--- config.mk ---
export PLATFORM = sky130hd
export DESIGN_NAME = time_keeper
export DESIGN_NICKNAME = d
export VERILOG_FILES = /design/src/rtl/time_keeper.sv
export SDC_FILE = /design/constraint.sdc
export NUM_CORES = 1
export LEC_CHECK = 0
export CAP_MARGIN = 0
export CORE_ASPECT_RATIO = 0.75
export CORE_UTILIZATION = 50
export DETAILED_ROUTE_END_ITERATION = 12
export GPL_TIMING_DRIVEN = 1
export MAX_ROUTING_LAYER = met4
export PLACE_DENSITY_LB_ADDON = 0.2
export SYNTH_ARGS = -nofsm -noshare
export SYNTH_HDL_FRONTEND = slang
export SYNTH_SLANG_ARGS = --single-unit
--- constraint.sdc ---
create_clock -name clk -period 6.1 [get_ports clk]
set_clock_uncertainty 0.1 [all_clocks]
set_input_delay 0.61 -clock clk [delete_from_list [all_inputs] [get_ports clk]]
set_output_delay 0.61 -clock clk [all_outputs]
set_load 0.01 [all_outputs]
--- src/rtl/time_keeper.sv ---
// Real-time clock. Counts synchronized tick_in rising edges into tenths and a
// packed-BCD 24-hour hh:mm:ss. Loads are checked for validity before they are applied.
module time_keeper #(
    parameter int unsigned TICKS_PER_SEC = 10
) (
    input  logic       clk,
    input  logic       clr,
    input  logic       tick_in,
    input  logic       run,
    input  logic       load,
    input  logic [7:0] load_hh,
    input  logic [7:0] load_mm,
    input  logic [7:0] load_ss,
    output logic [7:0] hh,
    output logic [7:0] mm,
    output logic [7:0] ss,
    output logic [3:0] tenths,
    output logic       sec_pulse,
    output logic       day_wrap,
    output logic       load_err
);
    localparam int unsigned BCD_W = 8;
    localparam int unsigned SUB_W = 4;
    localparam logic [SUB_W-1:0] SUB_MAX = SUB_W'(TICKS_PER_SEC - 1);

    function automatic logic [BCD_W-1:0] bcd_inc(input logic [BCD_W-1:0] v);
        if (v[3:0] == 4'd9) begin
            return {v[7:4] + 4'd1, 4'd0};
        end
        return {v[7:4], v[3:0] + 4'd1};
    endfunction

    // Both digits must be decimal before the packed compare against the limit is meaningful.
    function automatic logic bcd_ok(input logic [BCD_W-1:0] v, input logic [BCD_W-1:0] lim);
        return (v[7:4] <= 4'd9) && (v[3:0] <= 4'd9) && (v <= lim);
    endfunction

    logic             s1;
    logic             s2;
    logic             s3;
    logic             tick_edge_c;
    logic             load_ok_c;
    logic             tenths_wrap_c;
    logic             ss_wrap_c;
    logic             mm_wrap_c;
    logic             hh_wrap_c;
    logic [BCD_W-1:0] hh_nxt;
    logic [BCD_W-1:0] mm_nxt;
    logic [BCD_W-1:0] ss_nxt;
    logic [SUB_W-1:0] tenths_nxt;
    logic             sec_pulse_nxt;
    logic             day_wrap_nxt;
    logic             load_err_nxt;

    // Two-flop synchronizer plus a history flop for rising-edge detection.
    always_ff @(posedge clk) begin
        if (clr) begin
            s1 <= 1'b0;
            s2 <= 1'b0;
            s3 <= 1'b0;
        end else begin
            s1 <= tick_in;
            s2 <= s1;
            s3 <= s2;
        end
    end

    assign tick_edge_c   = s2 & ~s3;
    assign load_ok_c     = bcd_ok(load_hh, 8'h23) && bcd_ok(load_mm, 8'h59) &&
                           bcd_ok(load_ss, 8'h59);
    assign tenths_wrap_c = (tenths == SUB_MAX);
    assign ss_wrap_c     = (ss == 8'h59);
    assign mm_wrap_c     = (mm == 8'h59);
    assign hh_wrap_c     = (hh == 8'h23);

    // Next time value. A load always takes precedence and swallows a coincident edge.
    always_comb begin
        hh_nxt        = hh;
        mm_nxt        = mm;
        ss_nxt        = ss;
        tenths_nxt    = tenths;
        sec_pulse_nxt = 1'b0;
        day_wrap_nxt  = 1'b0;
        load_err_nxt  = 1'b0;
        if (load) begin
            if (load_ok_c) begin
                hh_nxt     = load_hh;
                mm_nxt     = load_mm;
                ss_nxt     = load_ss;
                tenths_nxt = '0;
            end else begin
                load_err_nxt = 1'b1;
            end
        end else if (tick_edge_c && run) begin
            if (tenths_wrap_c) begin
                tenths_nxt    = '0;
                sec_pulse_nxt = 1'b1;
                ss_nxt        = ss_wrap_c ? 8'h00 : bcd_inc(ss);
                if (ss_wrap_c) begin
                    mm_nxt = mm_wrap_c ? 8'h00 : bcd_inc(mm);
                    if (mm_wrap_c) begin
                        hh_nxt       = hh_wrap_c ? 8'h00 : bcd_inc(hh);
                        day_wrap_nxt = hh_wrap_c;
                    end
                end
            end else begin
                tenths_nxt = tenths + 4'd1;
            end
        end
    end

    // Time and strobe registers.
    always_ff @(posedge clk) begin
        if (clr) begin
            hh        <= '0;
            mm        <= '0;
            ss        <= '0;
            tenths    <= '0;
            sec_pulse <= 1'b0;
            day_wrap  <= 1'b0;
            load_err  <= 1'b0;
        end else begin
            hh        <= hh_nxt;
            mm        <= mm_nxt;
            ss        <= ss_nxt;
            tenths    <= tenths_nxt;
            sec_pulse <= sec_pulse_nxt;
            day_wrap  <= day_wrap_nxt;
            load_err  <= load_err_nxt;
        end
    end

endmodule

==> reports/metrics.yaml, run 1 <==
run_status:
  status: "finished, final reports clean"
critical_path:
  critPathKind: "input port to flop"
  arrival_ns: 3.42
  r2r-end: "ss[7]$_SDFFE_PP0P_"
  r2r-start: "ss[0]$_SDFFE_PP0P_"
  critPathRequiredTime_ns: 6.20
  cp-start-kind: "input port"
  rrSetupSlack_ns: 3.67
  end_kind: "flop"
  crit_fanout: 20
  reg2reg_depth: 6
power_and_ir_drop:
  p_int_mw: 0.340
  p_sw_frac: 0.251
  netSwitchingPower_mw: 0.114
  ir_drop_v: 0.000101
  seqPwrFrac: 0.495
  powerDensity_nw_per_um2: 155
  finalPower_mw: 0.455
  p_clk_frac: 0.389
  power_leakage_nw: 1.02
  combPwrFrac: 0.116
synth:
  ys_types: 63
  synth_async_sr_flop_share: 0
  yosysSeqAreaShare: 0.305
  synth_edf_count: 0
  synth_fp_nets: 306
  yosys_warnings: 0
  syn_avg_cell_area_um2: 8.48
  synth_area_um2: 2230
  ys.flop_type: "dfxtp_1"
  synth-seq-cells: 34
  synthCells: 263
clocking:
  cts_setup_buffers: 0
  cts.sink_count: 34
  cts_buffers: 5
  insertion_delay_ns: 0.30
  cts_hold_buf: 0
  clk_path_buf_depth: 2
  cts-root-buf: "clkbuf_8"
  clk_pin_slew_worst_paths_ns: 0.07
  h-tree-depth: 2
  tritoncts: "done"
  cts_resized: 0
sta:
  period_needed_ns: 3.32
  rsz0062_at_grt: "false"
  setup_tns_ns: 0
  slew_viol_final: 0
  worst-slew-pin-transition_ns: 0.958
  period_share: 0.545
  finalSetupViolCount: 0
  max_freq_ghz: 0.301
  maxSlewHeadroom: 0.358
  hold_viol: 0
drt:
  ant_nets: 0
  post-route-drc-count: 0
  detail_route.wl_per_cell_um: 17.7
  routed_wirelength_mm: 6.65
  drt-pass1-iter-count: 5
  avgViaCountPerCell: 6.42
  via_count: 2409
  drtIter0Drc: 252
finish:
  nets: 362
  final_common_cell: "clkdlybuf4s50_1"
  final_cell_area_um2: 2940
  syn_to_final_growth_pct: 31.6
  insertedDiodeCount: 0
  final_cell_mix: "clkdlybuf4s50_1 (59), dfxtp_1 (34), nor2_1 (22)"
  drive_above_1_share: 0.0781
floorplan:
  die-area_um2: 4740
  core_um2: 4150
  die_w_um: 79.1
  io_pins: 60
  start_util: 0.537
  row_count: 20
  die_h_um: 59.9
global_routing:
  antenna_found_initial: 0
  grt_pass1_wl_mm: 10.5
  grt_overflow_total: 0
  track_usage: 0.302
  grt_max_degree: 34
  first_global_vias: 2110
placed_design:
  hpwl_mm: 4.72
  placed_area_um2: 2840
  gp_congestion: 0.978
  place.port_buffers: 59
hold_path:
  hold_end: "s2$_SDFF_PP0_"
  min_path_cells: 1
  hp-start: "s1$_SDFF_PP0_"
  hp-class: "flop to flop"
job:
  maxCapViolCount: 0
==> logic make-up after synthesis <==
| family | after synthesis | synth area share |
|---|---|---|
| AO/OA/AOI/OAI | 71 | 0.246 |
| XOR/XNOR | 3 | 0.0118 |
| adder cells (fa/ha/maj) | 14 | 0.0785 |
| buffers and inverters | 23 | 0.0460 |
| flip-flops | 34 | 0.305 |
| multiplexers | 1 | 0.00449 |
| AND/OR/NAND/NOR | 117 | 0.308 |
==> synth_stat cells (all sizes together) (3+ instances only) <==
master | count | area [µm²]
nor2 | 24 | 100
nor3 | 22 | 126
nand2b | 5 | 31.3
inv | 9 | 33.8
o21ai | 10 | 50.1
a211oi | 6 | 50.1
ha | 14 | 175
and3 | 3 | 18.8
nand2 | 18 | 67.6
o211ai | 3 | 36.3
nand3b | 7 | 56.3
clkbuf | 9 | 33.8
a32o | 3 | 30.0
a21oi | 16 | 80.1
nor2b | 4 | 25.0
dfxtp | 34 | 681
buf | 3 | 27.5
nor4 | 7 | 65.1
nand3 | 14 | 70.1
o32ai | 3 | 33.8
a221oi | 9 | 78.8
==> through the flow <==
stage,std cells,setup slack [ns],util,hold slack (ns)
after global routing,375,2.56,0.707,0.369
after CTS,375,2.86,0.707,0.356
after floorplan,263,3.84,-,0.314
after detailed placement,367,2.56,0.685,0.344
final,375,2.78,0.707,0.360
after global placement,367,2.65,0.685,0.315
==> power groups by stage <==
| stage | Sequential (mW) | Combinational, mW | Clock (mW) |
|---|---|---|---|
| 2_1_floorplan | 0.230 | 0.0217 | 0 |
| 3_3_place_gp | 0.230 | 0.0508 | 0 |
| 3_5_place_dp | 0.230 | 0.0513 | 0 |
| 4_1_cts | 0.225 | 0.0516 | 0.174 |
| 5_1_grt | 0.225 | 0.0553 | 0.185 |
| 6_report | 0.225 | 0.0526 | 0.177 |
==> worst max-delay path, cell delays in order <==
cell and delay, ns:
clkdlybuf4s50_1 0.95, clkinv_1 0.50, nor3_2 0.90, nor2_1 0.16, o32ai_1 0.30
==> cell type report <==
cell class	instances	area (µm²)
clock buffer	7	86.3
clock inverter	1	5.00
fill	372	1220
inverter	11	41.3
multi-input combinational	206	1450
sequential	34	681
tap	55	68.8
timing repair buffer	61	606
==> worst max-delay path by stage <==
stage | startpoint | slack, ns | to
floorplan | load | 3.84 | hh[0]$_SDFFE_PP0P_
global placement | load | 2.65 | hh[0]$_SDFFE_PP0P_
detailed placement | load | 2.56 | hh[6]$_SDFFE_PP0P_
CTS | load | 2.86 | hh[6]$_SDFFE_PP0P_
global route | load | 2.56 | hh[6]$_SDFFE_PP0P_
finish | load | 2.78 | hh[6]$_SDFFE_PP0P_
==> metal layers <==
layer  vias up  global-route usage  share of wire
met5         -                   -              0
li1       1117                   -              -
met2       139               0.443           0.44
met1      1142               0.421           0.45
met3        11              0.0595          0.098
met4         0              0.0805          0.012
==> registers in the layout, summed over array words and instances, names as in the netlist <==
| signal | flops |
|---|---|
| hh | 8 |
| mm | 8 |
| ss | 8 |
| tenths | 4 |
| day_wrap | 1 |
| load_err | 1 |
| s1 | 1 |
| s2 | 1 |
| s3 | 1 |
| sec_pulse | 1 |
Note: power is estimated with default switching activity, not from simulation.
==> run 2: changes to the inputs <==
--- a/config.mk
+++ b/config.mk
@@ -7,7 +7,7 @@
 export LEC_CHECK = 0
 export CAP_MARGIN = 0
 export CORE_ASPECT_RATIO = 0.75
-export CORE_UTILIZATION = 50
+export CORE_UTILIZATION = 49
 export DETAILED_ROUTE_END_ITERATION = 12
 export GPL_TIMING_DRIVEN = 1
 export MAX_ROUTING_LAYER = met4
==> constraint.sdc (replaced) <==
create_clock -name clk -period 3.5 [get_ports clk]
set_clock_uncertainty 0.1 [all_clocks]
set_input_delay 0.35 -clock clk [delete_from_list [all_inputs] [get_ports clk]]
set_output_delay 0.35 -clock clk [all_outputs]
set_load 0.01 [all_outputs]
==> run 2 against run 1 <==
Utilization decreased by 0.51 points. Setup slack got worse by 1.8 ns. Sequential cell count is the same. Die area rose by 2.0%. Count of clock-buffer cells in the layout shrank 1. Cell count is 0.27% higher. Largest cell class unchanged.
==> reports/metrics.yaml, run 2 (same netlist as run 1, synthesis figures left out) <==
drt:
  ant_nets: 0  # unchanged
  via_count: 2331  # -3.2%
  drt-pass1-iter-count: 4  # -1
  drtIter0Drc: 249  # -1.2%
  post-route-drc-count: 0  # unchanged
  detail_route.wl_per_cell_um: 16.8  # -5.4%
  routed_wirelength_mm: 6.31  # -5.1%
  avgViaCountPerCell: 6.20  # -3.5%
hold_path:
  hp-start: "s1$_SDFF_PP0_"
  hold_end: "s2$_SDFF_PP0_"
  min_path_cells: 1  # unchanged
  hp-class: "flop to flop"
power_and_ir_drop:
  powerDensity_nw_per_um2: 262  # +69%
  power_leakage_nw: 1.03  # +0.92%
  ir_drop_v: 0.000194  # +93%
  finalPower_mw: 0.774  # +70%
finish:
  regArea_um2: 681  # unchanged
  insertedDiodeCount: 0  # unchanged
  utilization: 0.701  # -0.00514
  syn_to_final_growth_pct: 32.2
  multi_input_area_um2: 1450  # unchanged
  final_common_cell: "clkdlybuf4s50_1"
  final_cell_mix: "clkdlybuf4s50_1 (59), dfxtp_1 (34), nor2_1 (22)"
  final_cell_area_um2: 2950  # +0.47%
  drive_above_1_share: 0.0841  # +0.00599
  fill_cells: 358  # -3.8%
  nets: 365  # +0.83%
  reg_top3: "hh x8, mm x8, ss x8"
floorplan:
  die-area_um2: 4830  # +2.0%
  core_um2: 4200  # +1.2%
  die_w_um: 79.9  # +0.99%
  start_util: 0.531  # -0.00639
  io_pins: 60  # unchanged
  row_count: 20  # unchanged
  die_h_um: 60.4  # +0.98%
sta:
  setup_tns_ns: 0  # unchanged
  maxSlewHeadroom: 0.438  # +0.0800
  rsz0062_at_grt: "false"
  period_share: 0.715
  period_needed_ns: 2.50
  hold_viol: 0  # unchanged
  worst-slew-pin-transition_ns: 0.832  # -0.126 ns
  max_freq_ghz: 0.399
  finalSetupViolCount: 0  # unchanged
  slew_viol_final: 0  # unchanged
critical_path:
  rrSetupSlack_ns: 1.18  # -2.49 ns
  r2r-end: "ss[7]$_SDFFE_PP0P_"
  critPathRequiredTime_ns: 3.56  # -2.64 ns
  crit_fanout: 11  # -45%
  end_kind: "flop"
  reg2reg_depth: 6  # unchanged
  r2r-start: "ss[0]$_SDFFE_PP0P_"
  arrival_ns: 2.56  # -0.86 ns
  cp-start-kind: "input port"
  critPathKind: "input port to flop"
global_routing:
  gr-max-usage-layer: "met1"
  grtUsageMet2: 0.382  # -0.0612
  first_global_vias: 1947  # -7.7%
  grt_max_degree: 33  # -2.9%
  grt_pass1_wl_mm: 9.71  # -7.6%
  grt_util_met3: 0.0556  # -0.00390
  grt_overflow_total: 0  # unchanged
  global_route.usage.met1: 0.395  # -0.0266
  track_usage: 0.275  # -0.0268
  antenna_found_initial: 0  # unchanged
clocking:
  clk_pin_slew_worst_paths_ns: 0.07  # about the same
  cts_resized: 0  # unchanged
  cts.sink_count: 34  # unchanged
  tritoncts: "done"
  h-tree-depth: 2  # unchanged
  insertion_delay_ns: 0.28  # -0.02 ns
  cts_setup_buffers: 0  # unchanged
  cts-root-buf: "clkbuf_8"
  cts_buffers: 5  # unchanged
  clk_path_buf_depth: 2  # unchanged
  cts_hold_buf: 0  # unchanged
placed_design:
  placed_area_um2: 2870  # +0.79%
  place.port_buffers: 59  # unchanged
  gp_congestion: 0.841  # -14%
  hpwl_mm: 4.67  # -1.0%
run_status:
  status: "finished, final reports clean"
job:
  maxCapViolCount: 0  # unchanged
## run 2: cell types whose count changed in the layout (fill, tap and decap cells not counted), sizes merged
cell | before | now
clkbuf | 7 | 6
clkinv | 3 | 2
buf | 2 | 5
## run 2: report_power, final
| group | leakage, nW | total, mW | switching [mW] | internal [mW] |
|---|---|---|---|---|
| registers | 0.275 | 0.393 | 0.00281 | 0.390 |
| clock network | 0.0431 | 0.290 | 0.138 | 0.152 |
| logic | 0.710 | 0.0915 | 0.0459 | 0.0456 |
## run 2: worst max path at each step
stage,startpoint,endpoint,slack [ns],cells after the start
finish,load_hh[3],mm[0]$_SDFFE_PP0P_,1.0,6
global route,load_hh[3],mm[0]$_SDFFE_PP0P_,0.90,6
CTS,load_hh[3],mm[5]$_SDFFE_PP0P_,1.04,6
detailed placement,load_hh[3],mm[5]$_SDFFE_PP0P_,0.78,6
global placement,load,hh[2]$_SDFFE_PP0P_,0.82,7
floorplan,ss[0]$_SDFFE_PP0P_,hh[0]$_SDFFE_PP0P_,1.41,7
## run 2: worst max-delay path, stage by stage
cell             delay, ns
clkdlybuf4s50_1       0.49
o32ai_1               0.57
nand3_1               0.45
buf_4                 0.32
a221oi_1              0.31
nor3_1                0.07
## run 2: final cells by class
type | count | area share
inverter | 11 | 0.0140
tap | 55 | 0.0233
sequential | 34 | 0.231
timing repair buffer | 64 | 0.213
multi-input combinational | 206 | 0.491
clock buffer | 6 | 0.0280
## run 2: layer usage
layer	routed length, µm	up-vias	part of all wire
met3	538	9	0.085
met5	0	-	0
li1	-	1126	-
met1	3020	1084	0.48
met2	2660	112	0.42
met4	89	0	0.014
## run 2: through the flow
| step | hold WS, ns | std cells | worst slack [ns] |
|---|---|---|---|
| 2_1_floorplan | 0.314 | 263 | 1.41 |
| 3_3_place_gp | 0.319 | 370 | 0.820 |
| 3_5_place_dp | 0.323 | 370 | 0.780 |
| 4_1_cts | 0.338 | 376 | 1.04 |
| 5_1_grt | 0.376 | 376 | 0.903 |
| 6_report | 0.338 | 376 | 0.996 |
==> run 3: changes to the inputs <==
==> constraint.sdc (replaced) <==
create_clock -name clk -period 2.4 [get_ports clk]
set_clock_uncertainty 0.1 [all_clocks]
set_input_delay 0.24 -clock clk [delete_from_list [all_inputs] [get_ports clk]]
set_output_delay 0.24 -clock clk [all_outputs]
set_load 0.01 [all_outputs]
==> run 3 against run 2 <==
Sequential power up 46%. Register-to-register slack got worse by 1.0 ns. Worst hold slack got worse by 0.00082 ns. Power rose by 57%. Non-clock buffer count is 14 higher. Cell count increased by 4.3%. Highest routed layer unchanged.
==> reports/metrics.yaml, run 3 (same netlist as run 1, synthesis figures left out) <==
floorplan:
  io_pins: 60  # unchanged
  die_h_um: 60.4  # unchanged
  core_um2: 4200  # unchanged
  start_util: 0.531  # unchanged
  die-area_um2: 4830  # unchanged
  row_count: 20  # unchanged
  die_w_um: 79.9  # unchanged
clocking:
  tritoncts: "done"
  cts_buffers: 5  # unchanged
  clk_pin_slew_worst_paths_ns: 0.07  # about the same
  cts_hold_buf: 0  # unchanged
  cts.sink_count: 34  # unchanged
  insertion_delay_ns: 0.29  # about the same
  cts_resized: 0  # unchanged
  cts-root-buf: "clkbuf_8"
  cts_setup_buffers: 0  # unchanged
  clk_path_buf_depth: 2  # unchanged
  h-tree-depth: 2  # unchanged
critical_path:
  r2r-start: "ss[0]$_SDFFE_PP0P_"
  crit_fanout: 7  # -4
  critPathSlowestCell: "or4_4"
  critPathRequiredTime_ns: 2.48  # -1.08 ns
  max_stage_delay_ns: 0.62  # +0.05 ns
  end_kind: "flop"
  critPathKind: "flop to flop"
  rrSetupSlack_ns: 0.18  # -1.00 ns
  arrival_ns: 2.30  # -0.26 ns
  cp-startpoint: "ss[0]$_SDFFE_PP0P_"
  crit_chain: "ha_1, nand3b_1, or4_4, nor3_4, o221ai_1, o311a_1"
  r2r-end: "hh[0]$_SDFFE_PP0P_"
  reg2reg_depth: 6  # unchanged
  cp-start-kind: "flop"
drt:
  post-route-drc-count: 0  # unchanged
  ant_nets: 0  # unchanged
  detail_route.wl_per_cell_um: 17.5  # +4.1%
  routed_wirelength_mm: 6.85  # +8.5%
  drt-pass1-iter-count: 5  # +1
  via_count: 2480  # +6.4%
  avgViaCountPerCell: 6.33  # +2.0%
  drtIter0Drc: 244  # -2.0%
global_routing:
  first_global_vias: 2322  # +19%
  track_usage: 0.312  # +0.0377
  antenna_found_initial: 0  # unchanged
  grt_max_degree: 24  # -27%
  grt_overflow_total: 0  # unchanged
  grt_pass1_wl_mm: 11.1  # +14%
finish:
  nets: 379  # +3.8%
  utilization: 0.733  # +0.0315
  final_cell_mix: "clkdlybuf4s50_1 (59), dfxtp_1 (34), nor2_1 (22)"
  drive_above_1_share: 0.128  # +0.0435
  final_common_cell: "clkdlybuf4s50_1"
  reg_top3: "hh x8, mm x8, ss x8"
  insertedDiodeCount: 0  # unchanged
  final_cell_area_um2: 3080  # +4.5%
  syn_to_final_growth_pct: 38.1
sta:
  hold_viol: 0  # unchanged
  slew_viol_final: 0  # unchanged
  period_share: 0.925
  rsz0062_at_grt: "false"
  setup_tns_ns: 0  # unchanged
  finalSetupViolCount: 0  # unchanged
  period_needed_ns: 2.22
  worst-slew-pin-transition_ns: 0.456  # -0.376 ns
  maxSlewHeadroom: 0.688  # +0.251
  max_freq_ghz: 0.450
hold_path:
  min_path_cells: 1  # unchanged
  hold_end: "s2$_SDFF_PP0_"
  hp-start: "s1$_SDFF_PP0_"
  hp-class: "flop to flop"
placed_design:
  hpwl_mm: 5.12  # +9.6%
  place.port_buffers: 59  # unchanged
  placed_area_um2: 2970  # +3.7%
  gp_congestion: 0.860  # +2.2%
run_status:
  status: "finished, final reports clean"
power_and_ir_drop:
  powerDensity_nw_per_um2: 393  # +50%
  ir_drop_v: 0.000252  # +30%
  power_leakage_nw: 1.11  # +7.9%
  finalPower_mw: 1.21  # +57%
job:
  maxCapViolCount: 0  # unchanged
## run 3: layout make-up
cell class / instances / area, µm²
multi-input cells: 206 / 1450
fillers: 348 / 1120
repair buffers: 78 / 733
flip-flops and latches: 34 / 681
clock buffers: 8 / 110
well taps: 55 / 68.8
inverters: 11 / 41.3
## run 3: per-layer routing
layer	wire, µm	up-vias	GRT usage
li1	-	1161	-
met1	3010	1153	0.414
met2	3050	147	0.469
met3	682	19	0.0737
met4	104	0	0.107
met5	0	-	-
## run 3: worst max-delay path by stage
stage	endpoint	slack (ns)	cells past startpoint
final	hh[0]$_SDFFE_PP0P_	0.18	6
after global routing	mm[5]$_SDFFE_PP0P_	0.05	6
after CTS	hh[0]$_SDFFE_PP0P_	0.22	6
after detailed placement	mm[5]$_SDFFE_PP0P_	0.03	7
after global placement	mm[5]$_SDFFE_PP0P_	0.08	7
after floorplan	hh[0]$_SDFFE_PP0P_	0.31	7
## run 3: worst max-delay path, delay by kind of cell (launching register included)
kind            cells  cell delay [ns]
compound gates      2             0.28
fa+ha+maj           1             0.25
flops               1             0.43
simple gates        3             1.05
## run 3: power by group
part	internal [mW]	switching, mW	total, mW
logic	0.0727	0.0691	0.142
clock network	0.290	0.207	0.497
registers	0.569	0.00443	0.573
## run 3: stage by stage
step	setup slack (ns)	hold slack [ns]	cells
floorplan	0.313	0.268	263
global placement	0.0838	0.318	384
detailed placement	0.0291	0.322	384
CTS	0.216	0.338	392
global route	0.0486	0.378	392
finish	0.179	0.337	392
